==> src/rtl/dmem_access_unit_if.sv <==
// dmem_access_unit_if: load/store request and response bus of dmem_access_unit.
interface dmem_access_unit_if;
    logic        req_valid, req_ready, req_we, req_signed;
    logic [1:0]  req_size;
    logic [31:0] req_addr, req_wdata;
    logic        rsp_valid, rsp_err;
    logic [31:0] rsp_rdata;
    modport master(output req_valid, req_we, req_size, req_signed, req_addr, req_wdata,
                   input req_ready, rsp_valid, rsp_err, rsp_rdata);
    modport slave(input req_valid, req_we, req_size, req_signed, req_addr, req_wdata,
                  output req_ready, rsp_valid, rsp_err, rsp_rdata);
endinterface

==> src/rtl/dmem_access_unit.sv <==
// dmem_access_unit: byte/half/word data memory with zero-fill engine and debug scan port.
module dmem_access_unit #(
    parameter int ADDR_W   = 6,
    parameter int SCAN_DIV = 20000000
) (
    input  logic              clk,
    input  logic              reset,
    dmem_access_unit_if.slave bus,
    input  logic              clear_start,
    output logic              clear_busy,
    input  logic              dbg_mode,
    input  logic [ADDR_W-1:0] dbg_addr,
    output logic [ADDR_W-1:0] dbg_addr_cur,
    output logic [31:0]       dbg_data
);
    localparam int DEPTH = 1 << ADDR_W;
    localparam int CW    = SCAN_DIV > 1 ? $clog2(SCAN_DIV) : 1;
    typedef enum logic {IDLE, CLEAR} state_t;
    state_t            state, state_n;
    logic [31:0]       mem [DEPTH];
    logic [ADDR_W-1:0] ptr, scan, widx;
    logic [CW-1:0]     cnt;
    logic              acc, err, st_we, wrap;
    logic [1:0]        off, sz;
    logic [3:0]        be;
    logic [31:0]       wd, sh, ld;

    assign bus.req_ready = state == IDLE && !clear_start;
    assign clear_busy    = state == CLEAR;
    assign dbg_addr_cur  = dbg_mode ? scan : dbg_addr;
    assign wrap          = cnt == CW'(SCAN_DIV - 1);

    always_comb begin
        state_n = state;
        if (state == IDLE && clear_start) state_n = CLEAR;
        else if (state == CLEAR && ptr == ADDR_W'(DEPTH - 1)) state_n = IDLE;
    end

    always_comb begin
        off   = bus.req_addr[1:0];
        sz    = bus.req_size;
        widx  = ADDR_W'(bus.req_addr >> 2);
        acc   = bus.req_valid && bus.req_ready;
        err   = sz == 2'd3 || (sz == 2'd1 && off[0]) || (sz == 2'd2 && off != 2'd0);
        st_we = acc && bus.req_we && !err && reset;
        be    = sz == 2'd0 ? 4'b0001 << off : sz == 2'd1 ? (off[1] ? 4'b1100 : 4'b0011) : 4'b1111;
        wd    = sz == 2'd0 ? {4{bus.req_wdata[7:0]}} : sz == 2'd1 ? {2{bus.req_wdata[15:0]}} : bus.req_wdata;
        // Lane shifted down to bit 0; legal word accesses have off==0 so sh is the whole word.
        sh    = mem[widx] >> {off, 3'b000};
        ld    = sz == 2'd0 ? {{24{bus.req_signed && sh[7]}}, sh[7:0]}
              : sz == 2'd1 ? {{16{bus.req_signed && sh[15]}}, sh[15:0]} : sh;
    end

    // Memory contents are deliberately outside reset so an aborted fill leaves old data.
    always_ff @(posedge clk) begin
        if (state == CLEAR) mem[ptr] <= '0;
        else if (st_we)
            for (int b = 0; b < 4; b++)
                if (be[b]) mem[widx][8*b +: 8] <= wd[8*b +: 8];
    end

    always_ff @(posedge clk or negedge reset) begin
        if (!reset) begin
            state         <= IDLE;
            ptr           <= '0;
            cnt           <= '0;
            scan          <= '0;
            bus.rsp_valid <= 1'b0;
            bus.rsp_err   <= 1'b0;
            bus.rsp_rdata <= '0;
            dbg_data      <= '0;
        end else begin
            state         <= state_n;
            ptr           <= state == CLEAR ? ptr + 1'b1 : '0;
            cnt           <= !dbg_mode || wrap ? '0 : cnt + 1'b1;
            scan          <= !dbg_mode ? '0 : wrap ? scan + 1'b1 : scan;
            bus.rsp_valid <= acc;
            bus.rsp_err   <= acc && err;
            bus.rsp_rdata <= acc && !bus.req_we && !err ? ld : '0;
            dbg_data      <= mem[dbg_addr_cur];
        end
    end
endmodule

==> src/flat_wrapper.sv <==
// flat-port wrapper written by rule: the top's interface ports become plain ports
module dmem_access_unit_flat 
#(
    parameter int ADDR_W   = 6,
    parameter int SCAN_DIV = 20000000
)
  (clk, reset, clear_start, clear_busy, dbg_mode, dbg_addr, dbg_addr_cur, dbg_data, bus_req_valid, bus_req_we, bus_req_size, bus_req_signed, bus_req_addr, bus_req_wdata, bus_req_ready, bus_rsp_valid, bus_rsp_err, bus_rsp_rdata);
  dmem_access_unit_if bus_i ();
  input  logic clk;
  input  logic reset;
  input  logic clear_start;
  output logic clear_busy;
  input  logic dbg_mode;
  input  logic [ADDR_W-1:0] dbg_addr;
  output logic [ADDR_W-1:0] dbg_addr_cur;
  output logic [31:0] dbg_data;
  input wire logic [$bits(bus_i.req_valid)-1:0] bus_req_valid;
  input wire logic [$bits(bus_i.req_we)-1:0] bus_req_we;
  input wire logic [$bits(bus_i.req_size)-1:0] bus_req_size;
  input wire logic [$bits(bus_i.req_signed)-1:0] bus_req_signed;
  input wire logic [$bits(bus_i.req_addr)-1:0] bus_req_addr;
  input wire logic [$bits(bus_i.req_wdata)-1:0] bus_req_wdata;
  output wire logic [$bits(bus_i.req_ready)-1:0] bus_req_ready;
  output wire logic [$bits(bus_i.rsp_valid)-1:0] bus_rsp_valid;
  output wire logic [$bits(bus_i.rsp_err)-1:0] bus_rsp_err;
  output wire logic [$bits(bus_i.rsp_rdata)-1:0] bus_rsp_rdata;
  assign bus_i.req_valid = bus_req_valid;
  assign bus_i.req_we = bus_req_we;
  assign bus_i.req_size = bus_req_size;
  assign bus_i.req_signed = bus_req_signed;
  assign bus_i.req_addr = bus_req_addr;
  assign bus_i.req_wdata = bus_req_wdata;
  assign bus_req_ready = bus_i.req_ready;
  assign bus_rsp_valid = bus_i.rsp_valid;
  assign bus_rsp_err = bus_i.rsp_err;
  assign bus_rsp_rdata = bus_i.rsp_rdata;
  dmem_access_unit #(.ADDR_W(ADDR_W), .SCAN_DIV(SCAN_DIV)) u_core (.clk(clk), .reset(reset), .bus(bus_i), .clear_start(clear_start), .clear_busy(clear_busy), .dbg_mode(dbg_mode), .dbg_addr(dbg_addr), .dbg_addr_cur(dbg_addr_cur), .dbg_data(dbg_data));
endmodule
==> config.mk <==
export PLATFORM = sky130hd
export DESIGN_NAME = dmem_access_unit_flat
export DESIGN_NICKNAME = d
export VERILOG_FILES = /design/src/rtl/dmem_access_unit_if.sv /design/src/rtl/dmem_access_unit.sv /design/src/flat_wrapper.sv
export SDC_FILE = /design/constraint.sdc
export NUM_CORES = 2
export LEC_CHECK = 0
export CAP_MARGIN = 20
export CORE_MARGIN = 1.5
export CORE_UTILIZATION = 24
export DETAILED_ROUTE_END_ITERATION = 7
export HOLD_SLACK_MARGIN = 0.06
export PLACE_DENSITY_LB_ADDON = 0.15
export SETUP_SLACK_MARGIN = 0.02
export SLEW_MARGIN = 0
export SYNTH_ARGS = -nofsm -noshare
export SYNTH_HDL_FRONTEND = slang
export SYNTH_SLANG_ARGS = --single-unit
export TNS_END_PERCENT = 100
==> constraint.sdc <==
create_clock -name clk -period 7.5 [get_ports clk]
set_input_delay 1.125 -clock clk [delete_from_list [all_inputs] [get_ports clk]]
set_output_delay 1.125 -clock clk [all_outputs]
set_load 0.005 [all_outputs]
==> metrics.yaml <==
cells_and_area:
  fin_util_pct: 28.1
  fill_cells: 43419
  final_area_um2: 120000
  areaGrowthSynthToFinish_pct: 16.7
  drive_gt1_share_pct: 16.5
  nets: 8201
drt:
  routedWlPerCell_um: 30.3
  wl_um: 424000
  drt_iter0_drc: 8239
  drt_pre_antenna_iters: 6
  drc: 0
  vias: 71851
  ant_nets: 0
  vias_per_cell: 5.13
timing:
  setup_viol: 0
  finalHoldViolCount: 0
  rsz0062_at_grt: "no"
  max_slew_margin_pct: 19.1
  max_freq_ghz: 0.183
  fin_crit_sh_pct: 72.9
  tightest_slew_ns: 1.20
  fin_setup_tns_ns: 0
  layout_setup_ws_ns: 2.04
  finClkSkew_ns: 0.0545
  period_needed_ns: 5.46
  finalMaxSlewViolations: 0
yosys:
  synth-main-ff-cell: "edfxtp_1"
  async_flop_share_pct: 4.83
  synth_area_leader_cell: "edfxtp_1"
  synth-warning-count: 0
  yosysMostFrequentCell: "nand2_1"
  synth_edf_count: 2048
  avgSynthCellArea_um2: 12.8
  synth_nets: 8139
  synthTopCellsByArea: "edfxtp_1, mux4_2, nand2_1"
  synth_top_cell_area_share_pct: 59.6
  ys_types: 57
  synth_commonest_cells: "nand2_1, edfxtp_1, nand3_1"
  syn_inst: 8057
  ys_ff_latch: 2152
  netlist_area_um2: 103000
  seq_area_frac_synth_pct: 62.2
die:
  design.core.area_um2: 428000
  die_h_um: 658
  rows: 240
  ios: 153
  fp.dieArea_um2: 434000
  start_util_pct: 24.1
  dieWidth_um: 658
critical_path:
  worstSetupPathType: "in -> reg"
  cp_cell_sequence: "clkdlybuf4s50_1 > buf_4 > o21a_1 > o21ai_1 > and2_1 > and3_1 > nand3_1 > nand2_1 > nand3_1 > nor2_1"
  path_buf_inv: 2
  path_max_fanout: 13
  endpoint_kind: "flop"
  reg2reg_from: "u_core.clear_busy"
  required_ns: 8.03
  crit_slowest_cell: "nor2_1"
  cp_slowest_stage_delay_ns: 1.03
  arrival_ns: 6.00
  cp-startpoint: "bus_req_size[0]"
  critical_path.startpoint_type: "input pin"
  cp_common_cell: "nand3_1"
  crit_family: "simple AND/OR/NAND/NOR gates"
flow_run:
  drv_cap: 0
hold_path:
  min-delay-start: "u_core.cnt[0]"
  hold_path.class: "reg -> reg"
pwr:
  p_leak_nw: 41.1
  power.density_nw_per_um2: 251
  ir_drop_mv: 0.190
cts:
  cts.clk_slew.worst_paths_ns: 0.06
  numCtsBuffers: 244
  insertion_delay_ns: 0.95
  cts_buffer_depth: 4
  cts_resized: 0
  postCtsSetupRepairBufs: 0
  cts_tree: "built"
  cts-root-buf: "clkbuf_16"
  htree_levels: 4
  cts-hold-fix-buffers: 1
  numClockSinks: 2152
grt:
  grt_overflow: 0
  antenna_found_initial: 21
  grt_pass1_vias: 69731
  grt_use_total_pct: 19.0
  grt_pass1_wl_um: 581000
  grt_max_degree: 125
placed_design:
  post-place-ws_ns: 1.20
  hpwl_um: 278000
  finalWeightedCongestion: 0.847
  port_buffers: 128
  dpl_cell_area_um2: 112000
status:
  status: "finished, final reports clean"
## path summary, 6_finish.rpt
| path | to | slack (ns) | cells past startpoint |
|---|---|---|---|
| setup / recovery | u_core.mem[47][2] | 2.04 | 10 |
| setup reg to reg | u_core.mem[47][2] | 2.12 | 8 |
| max in group asynchronous | u_core.dbg_data[11] | 5.71 | 4 |
| hold reg to reg | u_core.cnt[0] | 0.54 | 1 |
| min in group asynchronous | u_core.cnt[24] | 0.64 | 2 |
| hold / removal | u_core.cnt[0] | 0.54 | 1 |
## per-stage QoR
| stage | power [mW] | cells | hold slack [ns] |
|---|---|---|---|
| 2_1_floorplan | 16.0 | 8057 | 0.489 |
| 3_3_place_gp | 18.4 | 13546 | 0.520 |
| 3_5_place_dp | 18.4 | 13556 | 0.532 |
| 4_1_cts | 30.5 | 14005 | 0.540 |
| 5_1_grt | 31.1 | 14009 | 0.585 |
| 6_report | 30.2 | 14015 | 0.540 |
## where the power goes
part / switching, mW / internal (mW) / total, mW
registers: 0.210 / 13.6 / 13.8
clock network: 5.13 / 6.91 / 12.0
logic: 3.23 / 1.16 / 4.39
total: 8.57 / 21.7 / 30.2
## state kept, by name, summed over array words and instances, names as in the netlist
register              cells
u_core.bus.rsp_err        1
u_core.scan               6
u_core.dbg_data          32
u_core.bus.rsp_valid      1
u_core.bus.rsp_rdata     32
u_core.cnt               25
u_core.clear_busy         1
u_core.ptr                6
u_core.mem             2048
## layout make-up
cell class / instances / area [um2] / share of cell area (%)
multi-input combinational: 5219 / 36600 / 30.4
antenna: 7 / 17.5 / 0.0146
inverter: 16 / 80.1 / 0.0665
tap: 5687 / 7120 / 5.91
sequential: 2152 / 64100 / 53.3
clock buffer: 307 / 6470 / 5.37
clock inverter: 141 / 1330 / 1.11
timing repair buffer: 486 / 4650 / 3.86
## layout by cell type, fill, tap and decap left out, drive strengths merged, types with 10 or more instances in the layout
cell type	n
clkdlybuf4s50	120
xor2	16
nor3	35
dfrtp	104
clkbuf	308
bufinv	25
mux2i	138
clkinv	103
or2	14
nand3	1082
inv	20
a31oi	43
buf	364
a311oi	353
a22oi	65
o21ai	10
nor2	354
mux4	588
and3	141
edfxtp	2048
nand2	2124
xnor2	13
a21oi	123
and2	21
## kinds of logic after synthesis
logic type	after synthesis	synth area share, %
muxes	728	14.2
DFF	2152	62.2
AOI/OAI and AO/OA	642	4.76
adders and majority gates	3	0.0364
and+or+nand+nor	3817	15.8
buffers and inverters	686	2.77
xor gates and xnor gates	29	0.246
## per-layer routing
metal	GRT usage [%]	wire, um
met5	0	21
met4	6.18	15200
met1	25.5	178000
met3	2.61	26900
met2	31.4	204000
(Power assumes the default switching activity.)
